--- src/rtl/full_adder_pkg.sv ---
// ============================================================================
// full_adder_pkg : shared constants and reference helpers for full_adder_unit
// Revision 1.0
// ============================================================================
`default_nettype none

package full_adder_pkg;

  localparam int FA_DEFAULT_WIDTH = 9;

  function automatic logic fa_sum(input logic a, input logic b, input logic c);
    return a ^ b ^ c;
  endfunction

  function automatic logic fa_carry(input logic a, input logic b, input logic c);
    return (a & b) | (c & (a ^ b));
  endfunction

endpackage

`default_nettype wire

--- src/rtl/full_adder_unit_fa_cell.sv ---
// ============================================================================
// fa_cell : combinational 1-bit full adder built from XOR/AND/OR gates
// Revision 1.0
// ============================================================================
`default_nettype none

module fa_cell (
  input  logic a,
  input  logic b,
  input  logic cin,
  output logic s,
  output logic cout
);

  logic axb;
  logic ab;
  logic cab;

  xor g_xor0 (axb, a, b);
  xor g_xor1 (s, axb, cin);
  and g_and0 (ab, a, b);
  and g_and1 (cab, cin, axb);
  or  g_or0  (cout, ab, cab);

endmodule

`default_nettype wire

--- src/rtl/full_adder_unit.sv ---
// ============================================================================
// full_adder_unit : WIDTH independent full-adder lanes with registered outputs.
// Optional carry popcount output enabled by defining FA_CARRY_COUNT_EN.
// Revision 1.0
// ============================================================================
`default_nettype none

module full_adder_unit
  import full_adder_pkg::*;
#(
  parameter int WIDTH = FA_DEFAULT_WIDTH
) (
  input  logic             clk,
  input  logic             rst_n,
  input  logic             in_valid,
  input  logic [WIDTH-1:0] a,
  input  logic [WIDTH-1:0] b,
  input  logic [WIDTH-1:0] cin,
  output logic             out_valid,
  output logic [WIDTH-1:0] s,
  output logic [WIDTH-1:0] cout
`ifdef FA_CARRY_COUNT_EN
  ,
  output logic [$clog2(WIDTH+1)-1:0] carry_cnt
`endif
);

  logic [WIDTH-1:0] lane_s;
  logic [WIDTH-1:0] lane_cout;

  // Lanes are isolated: each cell sees only its own cin bit.
  for (genvar i = 0; i < WIDTH; i++) begin : g_lane
    fa_cell u_cell (
      .a    (a[i]),
      .b    (b[i]),
      .cin  (cin[i]),
      .s    (lane_s[i]),
      .cout (lane_cout[i])
    );
  end

  logic             out_valid_d, out_valid_q;
  logic [WIDTH-1:0] s_d, s_q;
  logic [WIDTH-1:0] cout_d, cout_q;

  // Idle cycles keep the last result, so X on idle inputs never reaches s/cout.
  always_comb begin
    out_valid_d = in_valid;
    s_d         = s_q;
    cout_d      = cout_q;
    if (in_valid) begin
      s_d    = lane_s;
      cout_d = lane_cout;
    end
  end

  always_ff @(posedge clk or negedge rst_n) begin
    if (!rst_n) begin
      out_valid_q <= 1'b0;
      s_q         <= '0;
      cout_q      <= '0;
    end else begin
      out_valid_q <= out_valid_d;
      s_q         <= s_d;
      cout_q      <= cout_d;
    end
  end

  assign out_valid = out_valid_q;
  assign s         = s_q;
  assign cout      = cout_q;

`ifdef FA_CARRY_COUNT_EN
  localparam int CNT_W = $clog2(WIDTH + 1);

  logic [CNT_W-1:0] carry_cnt_d, carry_cnt_q;

  always_comb begin
    carry_cnt_d = carry_cnt_q;
    if (in_valid) begin
      carry_cnt_d = '0;
      for (int i = 0; i < WIDTH; i++) begin
        carry_cnt_d = carry_cnt_d + CNT_W'(lane_cout[i]);
      end
    end
  end

  always_ff @(posedge clk or negedge rst_n) begin
    if (!rst_n) begin
      carry_cnt_q <= '0;
    end else begin
      carry_cnt_q <= carry_cnt_d;
    end
  end

  assign carry_cnt = carry_cnt_q;
`endif

endmodule

`default_nettype wire

--- config.mk ---
export PLATFORM = sky130hd
export DESIGN_NAME = full_adder_unit
export DESIGN_NICKNAME = d
export VERILOG_FILES = /design/src/rtl/full_adder_pkg.sv /design/src/rtl/full_adder_unit_fa_cell.sv /design/src/rtl/full_adder_unit.sv
export SDC_FILE = /design/constraint.sdc
export NUM_CORES = 1
export LEC_CHECK = 0
export ABC_AREA = 0
export CAP_MARGIN = 10
export CORE_AREA = 2 2 59 61
export DETAILED_ROUTE_END_ITERATION = 10
export DIE_AREA = 0 0 61 63
export GPL_ROUTABILITY_DRIVEN = 0
export PLACE_DENSITY_LB_ADDON = 0.05
export SLEW_MARGIN = 20
export SYNTH_ARGS = -nofsm -noshare
export SYNTH_HDL_FRONTEND = slang
export SYNTH_SLANG_ARGS = --single-unit
--- constraint.sdc ---
create_clock -name clk -period 2.05 [get_ports clk]
set_input_delay 0.41 -clock clk [delete_from_list [all_inputs] [get_ports clk]]
set_output_delay 0.41 -clock clk [all_outputs]
set_load 0.05 [all_outputs]
==> results of run 1 <==
==> logic make-up after synthesis <==
kind of cell	count (synthesis)	share of synthesized area (%)
DFF	19	51.3
adders and majority gates	9	19.4
buffers and inverters	2	3.37
muxes	18	25.9
==> area by class of cell <==
cell class / count / area (um^2)
fillers: 313 / 1750
repair buffers: 51 / 503
flip-flops and latches: 19 / 475
multi-input cells: 27 / 420
well taps: 46 / 57.6
clock buffers: 4 / 26.3
==> registers in the layout, indices dropped and copies added, names as in the netlist <==
register and count:
cout 9, s 9, out_valid 1
==> power by group through the flow <==
stage / sequential, mW / clock [mW] / combinational, mW
5_1_grt: 0.473 / 0.220 / 0.550
3_3_place_gp: 0.470 / 0 / 0.527
4_1_cts: 0.465 / 0.207 / 0.529
2_1_floorplan: 0.680 / 0 / 0.106
6_report: 0.463 / 0.191 / 0.522
3_5_place_dp: 0.471 / 0 / 0.527
==> stage by stage <==
stage               cell area [um^2]  cells  total power [mW]  setup slack, ns  utilization [%]
floorplan                        927     48             0.786            0.811                -
global placement                1460    143             0.997            0.327             45.1
detailed placement              1460    143             0.999            0.326             45.1
CTS                             1480    147              1.20            0.131             45.9
global route                    1480    147              1.24           0.0868             45.9
finish                          1480    147              1.18            0.164             45.9
==> cell usage after synthesis, drive strengths merged <==
cell and number:
mux2 18, fa 9, buf 2, dfrtp 19
==> path summary, 6_finish.rpt <==
check | slack [ns] | startpoint | endpoint | depth (start not counted)
max | 0.16 | s[2] | s[2] | 1
min | 0.44 | rst_n | cout[3] | 2
max reg2reg | 1.28 | cout[7] | cout[7] | 1
min reg2reg | 0.52 | cout[4] | cout[4] | 1
max in group asynchronous | 1.41 | rst_n | cout[4] | 2
min in group clk | 0.52 | cout[4] | cout[4] | 1
==> placed cells by master (no fill, tap or decap), drive strengths merged <==
cell type,Yosys,final
mux2,18,18
clkdlybuf4s50,0,48
clkbuf,0,4
fa,9,9
buf,2,3
dfrtp,19,19
==> layer usage <==
layer | up-vias | wire [um] | part of all wire (%)
li1 | 266 | - | -
met1 | 310 | 686 | 37
met2 | 20 | 1030 | 56
met3 | 2 | 100 | 5.4
met4 | 0 | 13 | 0.71
met5 | - | 0 | 0
==> flow_summary.json, run 1 <==
{
  "fin_nets": 141,
  "initial_core_util_pct": 28.7,
  "grt_start_max_net_pins": 20,
  "synthToLayoutAreaGrowth_pct": 59.9,
  "avgRoutedWirePerCell_um": 12.5,
  "postRouteAntennaNets": 0,
  "ctsRootBufferMaster": "clkbuf_4",
  "synth_cell_types": 6,
  "synthCells": 48,
  "p_switching_uw": 437,
  "syn_nets": 87,
  "period_share_pct": 92.0,
  "diodes": 0,
  "top_usage_layer": "met2",
  "cts.htree.levels": 1,
  "synthesis.area_um2": 927,
  "rsz0062_at_grt": "no",
  "grt_pass1_wl_mm": 3.14,
  "yosysWarnings": 0,
  "comb_power_share_pct": 44.4,
  "p_int_uw": 738,
  "clockBufferDepth": 2,
  "synth_area_leader_cell": "dfrtp_1",
  "tightest_slew_ns": 0.515,
  "post-route-drc-count": 0,
  "grt_use_met1_pct": 13.2,
  "crit_type": "reg -> out",
  "clk_pin_slew_ns": 0.11,
  "leakagePower_nw": 0.618,
  "setup_tns_ns": 0,
  "cts_tree": "built",
  "grt_usage_pct": 10.8,
  "core.rowCount": 21,
  "hp-class": "in -> async",
  "grt_use_met2_pct": 17.5,
  "routed_wl_mm": 1.84,
  "crit_path_cell_trace": "clkdlybuf4s50_1",
  "die_height_um": 63,
  "antenna_found_initial": 0,
  "crit_buf_inv": 1,
  "status": "finished, final reports clean",
  "timing.max_cap.violations": 0,
  "io_buffers": 48,
  "startpoint_type": "flop",
  "drv_slew": 0,
  "pwr-share-clk_pct": 16.2,
  "hold_violations": 0,
  "synth_area_leaders": "dfrtp_1 51%, fa_1 19%, mux2_4 16%, mux2_2 9.7%, buf_12 2.2%",
  "layout_min_cycle_time_ns": 1.89,
  "detail_route.first_pass.iterations": 3,
  "skew_ns": 0,
  "ctsHoldBuffers": 0,
  "drt_iter0_drc": 11,
  "vias": 598,
  "crit_fanout": 2,
  "switching_share_pct": 37.2,
  "avgSynthCellArea_um2": 19.3,
  "routed_via_density": 4.07,
  "cts.sinks": 19,
  "setup_violations": 0,
  "post-cts-setup-buffers": 0,
  "crit_slowest_cell": "clkdlybuf4s50_1",
  "io_pins": 49,
  "core_area_mm2": 0.00323,
  "ys_seq_area_share_pct": 51.3,
  "timing.hold.ws_ns": 0.435,
  "p_seq_share_pct": 39.4,
  "cts_resized": 0,
  "critical_path.top_delay_family": "buffers and inverters",
  "fmax_ghz": 0.530,
  "overflow": 0,
  "ir_worst_vdd_mv": 0.292,
  "yosysTopAreaCellShare_pct": 51.3,
  "ys_ff_latch": 19,
  "dp_hpwl_mm": 1.41,
  "critPathMaxStageDelay_ns": 0.81,
  "cp.arrival_ns": 1.48,
  "grt_pass1_vias": 675,
  "clkLatencyLatePin_ns": 0.29,
  "die_w_um": 61,
  "grt_util_met3_pct": 4.35,
  "slew_headroom_pct": 65.6,
  "required_ns": 1.64,
  "powerDensity_mw_per_mm2": 793,
  "numCtsBuffers": 3,
  "crit_path_end_kind": "output port",
  "dieArea_mm2": 0.00384,
  "final_layout_size_suffix_gt1_share_pct": 23.8
}
Power figures use the tool's default switching activity.
==> run 2, diff against run 1 <==
--- a/config.mk
+++ b/config.mk
@@ -12,7 +12,7 @@
 export DIE_AREA = 0 0 61 63
 export GPL_ROUTABILITY_DRIVEN = 0
 export PLACE_DENSITY_LB_ADDON = 0.05
-export SLEW_MARGIN = 20
+export SETUP_SLACK_MARGIN = 0.05
 export SYNTH_ARGS = -nofsm -noshare
 export SYNTH_HDL_FRONTEND = slang
 export SYNTH_SLANG_ARGS = --single-unit
==> results of run 2 <==
The final DEF is identical to that of run 1; final timing and power are the same.
